--- src/rtl/game_round_ctrl_if.sv ---
// rtl/game_round_ctrl_if.sv - game round controller signal bundle (stimulus in, game status out)
interface game_round_ctrl_if;
  logic       vs;
  logic       start;
  logic       player_1_hit;
  logic       player_2_hit;
  logic       freeze;
  logic       round_reset;
  logic [3:0] score_p1;
  logic [3:0] score_p2;
  logic [1:0] winner;
  logic [1:0] state_o;
  logic       round_timeout;

  modport master (
    output vs, start, player_1_hit, player_2_hit,
    input  freeze, round_reset, score_p1, score_p2, winner, state_o, round_timeout
  );

  modport slave (
    input  vs, start, player_1_hit, player_2_hit,
    output freeze, round_reset, score_p1, score_p2, winner, state_o, round_timeout
  );
endinterface

--- src/rtl/game_round_ctrl.sv ---
// rtl/game_round_ctrl.sv - two-player arena round sequencer; optional round timer under `ROUND_TIMER_EN
module game_round_ctrl #(
  parameter int WIN_SCORE    = 5,
  parameter int PAUSE_FRAMES = 120,
  parameter int ROUND_FRAMES = 1800
) (
  input logic               Clk,
  input logic               Reset_n,
  game_round_ctrl_if.slave  gif
);

  typedef enum logic [1:0] {
    IDLE      = 2'b00,
    PLAY      = 2'b01,
    HIT_PAUSE = 2'b10,
    OVER      = 2'b11
  } state_t;

`ifdef ROUND_TIMER_EN
  localparam bit TIMER_EN = 1'b1;
`else
  localparam bit TIMER_EN = 1'b0;
`endif

  localparam logic [11:0] PAUSE_LIMIT = 12'(PAUSE_FRAMES);
  localparam logic [11:0] ROUND_LIMIT = 12'(ROUND_FRAMES);
  localparam logic [3:0]  WIN_LIMIT   = 4'(WIN_SCORE);

  state_t      state, state_n;
  logic [11:0] frame_cnt, frame_cnt_n;
  logic [3:0]  score_p1, score_p1_n;
  logic [3:0]  score_p2, score_p2_n;
  logic [1:0]  winner, winner_n;
  logic        round_reset, round_reset_n;
  logic        timeout, timeout_n;

  logic vs_d, start_d, hit1_d, hit2_d;
  logic frame_tick, start_edge, hit1_edge, hit2_edge;

  // Scores stop at 15 so a mis-set WIN_SCORE can never wrap a display digit.
  function automatic logic [3:0] sat_inc(input logic [3:0] v);
    return (v == 4'hF) ? v : v + 4'd1;
  endfunction

  assign frame_tick = gif.vs & ~vs_d;
  assign start_edge = gif.start & ~start_d;
  assign hit1_edge  = gif.player_1_hit & ~hit1_d;
  assign hit2_edge  = gif.player_2_hit & ~hit2_d;

  // Delay taps for edge detection; they track every cycle so a level held across a state change never re-fires.
  always_ff @(posedge Clk or negedge Reset_n) begin
    if (!Reset_n) begin
      vs_d    <= 1'b0;
      start_d <= 1'b0;
      hit1_d  <= 1'b0;
      hit2_d  <= 1'b0;
    end else begin
      vs_d    <= gif.vs;
      start_d <= gif.start;
      hit1_d  <= gif.player_1_hit;
      hit2_d  <= gif.player_2_hit;
    end
  end

  // State, counter, scores and the pulse outputs all register together so round_reset lines up with the PLAY entry.
  always_ff @(posedge Clk or negedge Reset_n) begin
    if (!Reset_n) begin
      state       <= IDLE;
      frame_cnt   <= 12'd0;
      score_p1    <= 4'd0;
      score_p2    <= 4'd0;
      winner      <= 2'b00;
      round_reset <= 1'b0;
      timeout     <= 1'b0;
    end else begin
      state       <= state_n;
      frame_cnt   <= frame_cnt_n;
      score_p1    <= score_p1_n;
      score_p2    <= score_p2_n;
      winner      <= winner_n;
      round_reset <= round_reset_n;
      timeout     <= timeout_n;
    end
  end

  // Next-state and datapath: hits outrank the round timer, a draw only ends the round.
  always_comb begin
    state_n       = state;
    frame_cnt_n   = frame_cnt;
    score_p1_n    = score_p1;
    score_p2_n    = score_p2;
    winner_n      = winner;
    round_reset_n = 1'b0;
    timeout_n     = 1'b0;

    case (state)
      IDLE: begin
        if (gif.start) begin
          round_reset_n = 1'b1;
          score_p1_n    = 4'd0;
          score_p2_n    = 4'd0;
          winner_n      = 2'b00;
          frame_cnt_n   = 12'd0;
          state_n       = PLAY;
        end
      end

      PLAY: begin
        if (hit1_edge || hit2_edge) begin
          frame_cnt_n = 12'd0;
          state_n     = HIT_PAUSE;
          if (hit2_edge && !hit1_edge) begin
            score_p1_n = sat_inc(score_p1);
            if (score_p1_n == WIN_LIMIT) begin
              state_n  = OVER;
              winner_n = 2'b01;
            end
          end else if (hit1_edge && !hit2_edge) begin
            score_p2_n = sat_inc(score_p2);
            if (score_p2_n == WIN_LIMIT) begin
              state_n  = OVER;
              winner_n = 2'b10;
            end
          end
        end else if (TIMER_EN && (frame_cnt == ROUND_LIMIT)) begin
          timeout_n   = 1'b1;
          frame_cnt_n = 12'd0;
          state_n     = HIT_PAUSE;
        end else if (TIMER_EN && frame_tick) begin
          frame_cnt_n = frame_cnt + 12'd1;
        end
      end

      HIT_PAUSE: begin
        if (frame_cnt == PAUSE_LIMIT) begin
          round_reset_n = 1'b1;
          frame_cnt_n   = 12'd0;
          state_n       = PLAY;
        end else if (frame_tick) begin
          frame_cnt_n = frame_cnt + 12'd1;
        end
      end

      OVER: begin
        if (start_edge) begin
          round_reset_n = 1'b1;
          score_p1_n    = 4'd0;
          score_p2_n    = 4'd0;
          winner_n      = 2'b00;
          frame_cnt_n   = 12'd0;
          state_n       = PLAY;
        end
      end

      default: state_n = IDLE;
    endcase
  end

  assign gif.freeze        = (state != PLAY);
  assign gif.round_reset   = round_reset;
  assign gif.score_p1      = score_p1;
  assign gif.score_p2      = score_p2;
  assign gif.winner        = winner;
  assign gif.state_o       = state;
  assign gif.round_timeout = timeout;

endmodule

--- src/flat_wrapper.sv ---
// flat-port wrapper written by rule: the top's interface ports become plain ports
module game_round_ctrl_flat 
#(
  parameter int WIN_SCORE    = 5,
  parameter int PAUSE_FRAMES = 120,
  parameter int ROUND_FRAMES = 1800
)
  (Clk, Reset_n, gif_vs, gif_start, gif_player_1_hit, gif_player_2_hit, gif_freeze, gif_round_reset, gif_score_p1, gif_score_p2, gif_winner, gif_state_o, gif_round_timeout);
  game_round_ctrl_if gif_i ();
  input logic Clk;
  input logic Reset_n;
  input wire logic [$bits(gif_i.vs)-1:0] gif_vs;
  input wire logic [$bits(gif_i.start)-1:0] gif_start;
  input wire logic [$bits(gif_i.player_1_hit)-1:0] gif_player_1_hit;
  input wire logic [$bits(gif_i.player_2_hit)-1:0] gif_player_2_hit;
  output wire logic [$bits(gif_i.freeze)-1:0] gif_freeze;
  output wire logic [$bits(gif_i.round_reset)-1:0] gif_round_reset;
  output wire logic [$bits(gif_i.score_p1)-1:0] gif_score_p1;
  output wire logic [$bits(gif_i.score_p2)-1:0] gif_score_p2;
  output wire logic [$bits(gif_i.winner)-1:0] gif_winner;
  output wire logic [$bits(gif_i.state_o)-1:0] gif_state_o;
  output wire logic [$bits(gif_i.round_timeout)-1:0] gif_round_timeout;
  assign gif_i.vs = gif_vs;
  assign gif_i.start = gif_start;
  assign gif_i.player_1_hit = gif_player_1_hit;
  assign gif_i.player_2_hit = gif_player_2_hit;
  assign gif_freeze = gif_i.freeze;
  assign gif_round_reset = gif_i.round_reset;
  assign gif_score_p1 = gif_i.score_p1;
  assign gif_score_p2 = gif_i.score_p2;
  assign gif_winner = gif_i.winner;
  assign gif_state_o = gif_i.state_o;
  assign gif_round_timeout = gif_i.round_timeout;
  game_round_ctrl #(.WIN_SCORE(WIN_SCORE), .PAUSE_FRAMES(PAUSE_FRAMES), .ROUND_FRAMES(ROUND_FRAMES)) u_core (.Clk(Clk), .Reset_n(Reset_n), .gif(gif_i));
endmodule
--- config.mk ---
export PLATFORM = sky130hd
export DESIGN_NAME = game_round_ctrl_flat
export DESIGN_NICKNAME = d
export VERILOG_FILES = /design/src/rtl/game_round_ctrl_if.sv /design/src/rtl/game_round_ctrl.sv /design/src/flat_wrapper.sv
export SDC_FILE = /design/constraint.sdc
export NUM_CORES = 1
export LEC_CHECK = 0
export BUFFER_PORTS_ARGS = -buffer_cell sky130_fd_sc_hd__buf_2
export CAP_MARGIN = 30
export CORE_UTILIZATION = 55
export CTS_CLUSTER_DIAMETER = 30
export DETAILED_ROUTE_END_ITERATION = 10
export PLACE_DENSITY_LB_ADDON = 0.08
export SYNTH_ARGS = -nofsm -noshare
export SYNTH_HDL_FRONTEND = slang
export SYNTH_SLANG_ARGS = --single-unit
--- constraint.sdc ---
create_clock -name Clk -period 2.47 [get_ports Clk]
set_input_delay 0.494 -clock Clk [delete_from_list [all_inputs] [get_ports Clk]]
set_output_delay 0.494 -clock Clk [all_outputs]
set_load 0.005 [all_outputs]
==> results.ini <==
[run_status]
outcome = finished, violations left
violations = design-rule violations

[worst_setup_path]
r2r_start = u_core.gif.state_o[1]
critPathBufInv = 1
path_delay_family = simple AND/OR/NAND/NOR gates
crit_path_start_kind = register
crit_end = u_core.frame_cnt[9]
end_kind = register
crit_start = u_core.gif.state_o[1]
rr_endpoint = u_core.frame_cnt[9]
path_max_fanout = 9
reg2reg_depth = 6
max_stage_delay_ps = 460
r2r_slack_ps = 380
crit_path_top_delay_cell = or4_1
path_class = register to register
required_ps = 2700
crit_chain = and2b_1 > inv_2 > a21oi_4 > o211ai_1 > or4_1 > a21oi_1
critPathArrivalTime_ps = 2320
cp_num_cells = 6

[layout]
nets = 208
layout-drive-gt1-share_pct = 17.3
layout_commonest_cell = dfrtp_1
layout.cells.non_filler = 228
design_area_sq_um = 1850
area_growth_pct = 10.1
diodes = 0
final_util_pct = 65.5
final_cell_mix = dfrtp_1, buf_2, nor2_1, a21oi_1, o21ai_0

[synth]
ys.flop_type = dfrtp_1
synthArstFlopShare_pct = 100
ys.warnings.count = 0
syn_area_per_cell_sq_um = 9.72
synth_seq_cells = 29
synthCells = 173
synth_edf_count = 0
syn_area_sq_um = 1680
synth_nets = 184
yosysSeqAreaShare_pct = 43.2
ys_types = 53

[power_and_ir_drop]
max-vdd-ir-drop_uv = 607
leakage_nw = 0.833
power_density_nw_per_um2 = 901

[clock_tree]
cts_tree = built
cts_setup_buffers = 0
cts_buffers = 5
cts_hold_buf = 0
clk_pin_slew_ps = 90
cts.sinks = 29
root_buffer = clkbuf_4
htree_levels = 2
clk_latency_ps = 310
cts_resized = 0
cts_buffer_depth = 2

[global_routing]
grt_overflow = 0
grt_usage_pct = 22.5
grt_pass1_vias = 1297
grt_pass1_wl_um = 5660
grt_max_degree = 30
antenna_found_initial = 0

[timing]
tightest_slew_ps = 635
timing.setup.tns_ps = 0
rsz0062_at_grt = false
setup_viol = 0
hold_viol_final = 0
skew_ps = 12.4
finalCritPeriodShare_pct = 84.7
drv_slew = 0
slew_headroom_pct = 57.6
clock.fmax_mhz = 478
period_needed_ps = 2090

[placed_design]
placed_cell_area_sq_um = 1800
dpl.cell_count = 221
port_buffers = 19
dp_hpwl_um = 2480
gp_congestion = 0.875

[floorplanning]
ios = 21
rows = 19
initial_utilization_pct = 59.4
dieHeight_um = 57.3
die_width_um = 57.3
core_area_sq_um = 2830
die_area_sq_um = 3280

[worst_hold_path]
hp-class = primary input to async pin

[drt]
drt_iter0_markers = 57
dr_total_vias = 1418
drt-total-wl_um = 3320
post_drt_wl_per_cell_um = 14.6
via_per_inst = 6.22
drc = 3
ant_nets = 0
first_pass_iters = 7

[flow_run]
maxCapViolations = 0

==> sequential cells by signal, indices dropped and copies added, names as in the netlist <==
register and cells:
u_core.vs_d 1, u_core.start_d 1, u_core.gif.state_o 2, u_core.gif.score_p1 4, u_core.gif.score_p2 4, u_core.frame_cnt 12, u_core.hit1_d 1, u_core.gif.round_reset 1
u_core.hit2_d 1, u_core.gif.winner 2
==> layout make-up <==
class                   instances  area, sq um
multi-input cells             134          903
clock buffers                   7         55.1
repair buffers                 20          103
fillers                       253          977
flip-flops and latches         29          726
well taps                      31         38.8
inverters                       7         26.3
==> power breakdown <==
group	leakage (nW)	total, mW	internal [mW]	switching, mW
sequential	0.383	0.668	0.561	0.108
combinational	0.419	0.713	0.288	0.425
clock	0.0314	0.287	0.134	0.153
==> through the flow <==
| step | setup slack [ps] | hold WS (ps) | total power, mW |
|---|---|---|---|
| 6_report | 378 | 189 | 1.67 |
| 5_1_grt | 213 | 234 | 1.80 |
| 3_3_place_gp | 468 | 486 | 1.36 |
| 3_5_place_dp | 421 | 484 | 1.39 |
| 4_1_cts | 399 | 205 | 1.68 |
| 2_1_floorplan | 519 | 198 | 1.17 |
==> logic make-up after synthesis <==
group	Yosys count	synth area share, %
multiplexers	1	0.595
other	1	0.223
AND/OR/NAND/NOR	67	23.7
buffers and inverters	10	3.12
AO/OA/AOI/OAI	51	20.8
XOR/XNOR	9	4.69
flip-flops	29	43.2
adder cells (fa/ha/maj)	5	3.72
==> synthesized netlist by cell type (5+ instances only) <==
library cell	number	share of area [%]
o211ai_1	6	2.7
o21ai_0	11	3.3
nand3_1	5	1.5
inv_1	6	1.3
nand2b_1	5	1.9
and3_1	6	2.2
nor2_1	14	3.1
nand2_1	8	1.8
dfrtp_1	29	43
ha_1	5	3.7
a21oi_1	13	3.9
xor2_1	7	3.6
==> how the worst min path moves through the flow <==
stage | to | slack [ps] | cells after the start
floorplan | u_core.frame_cnt[0] | 200 | 0
finish | u_core.frame_cnt[3] | 190 | 1
CTS | u_core.start_d | 210 | 1
detailed placement | u_core.gif.winner[0] | 480 | 1
global placement | u_core.gif.winner[0] | 490 | 1
global route | u_core.frame_cnt[2] | 230 | 1
==> routing by layer <==
layer / track usage (%) / share of wire [%]
met1: 32.0 / 51
met2: 33.6 / 44
met3: 6.80 / 4.2
met4: 6.27 / 0.51
met5: 0 / 0
(Power assumes the default switching activity.)
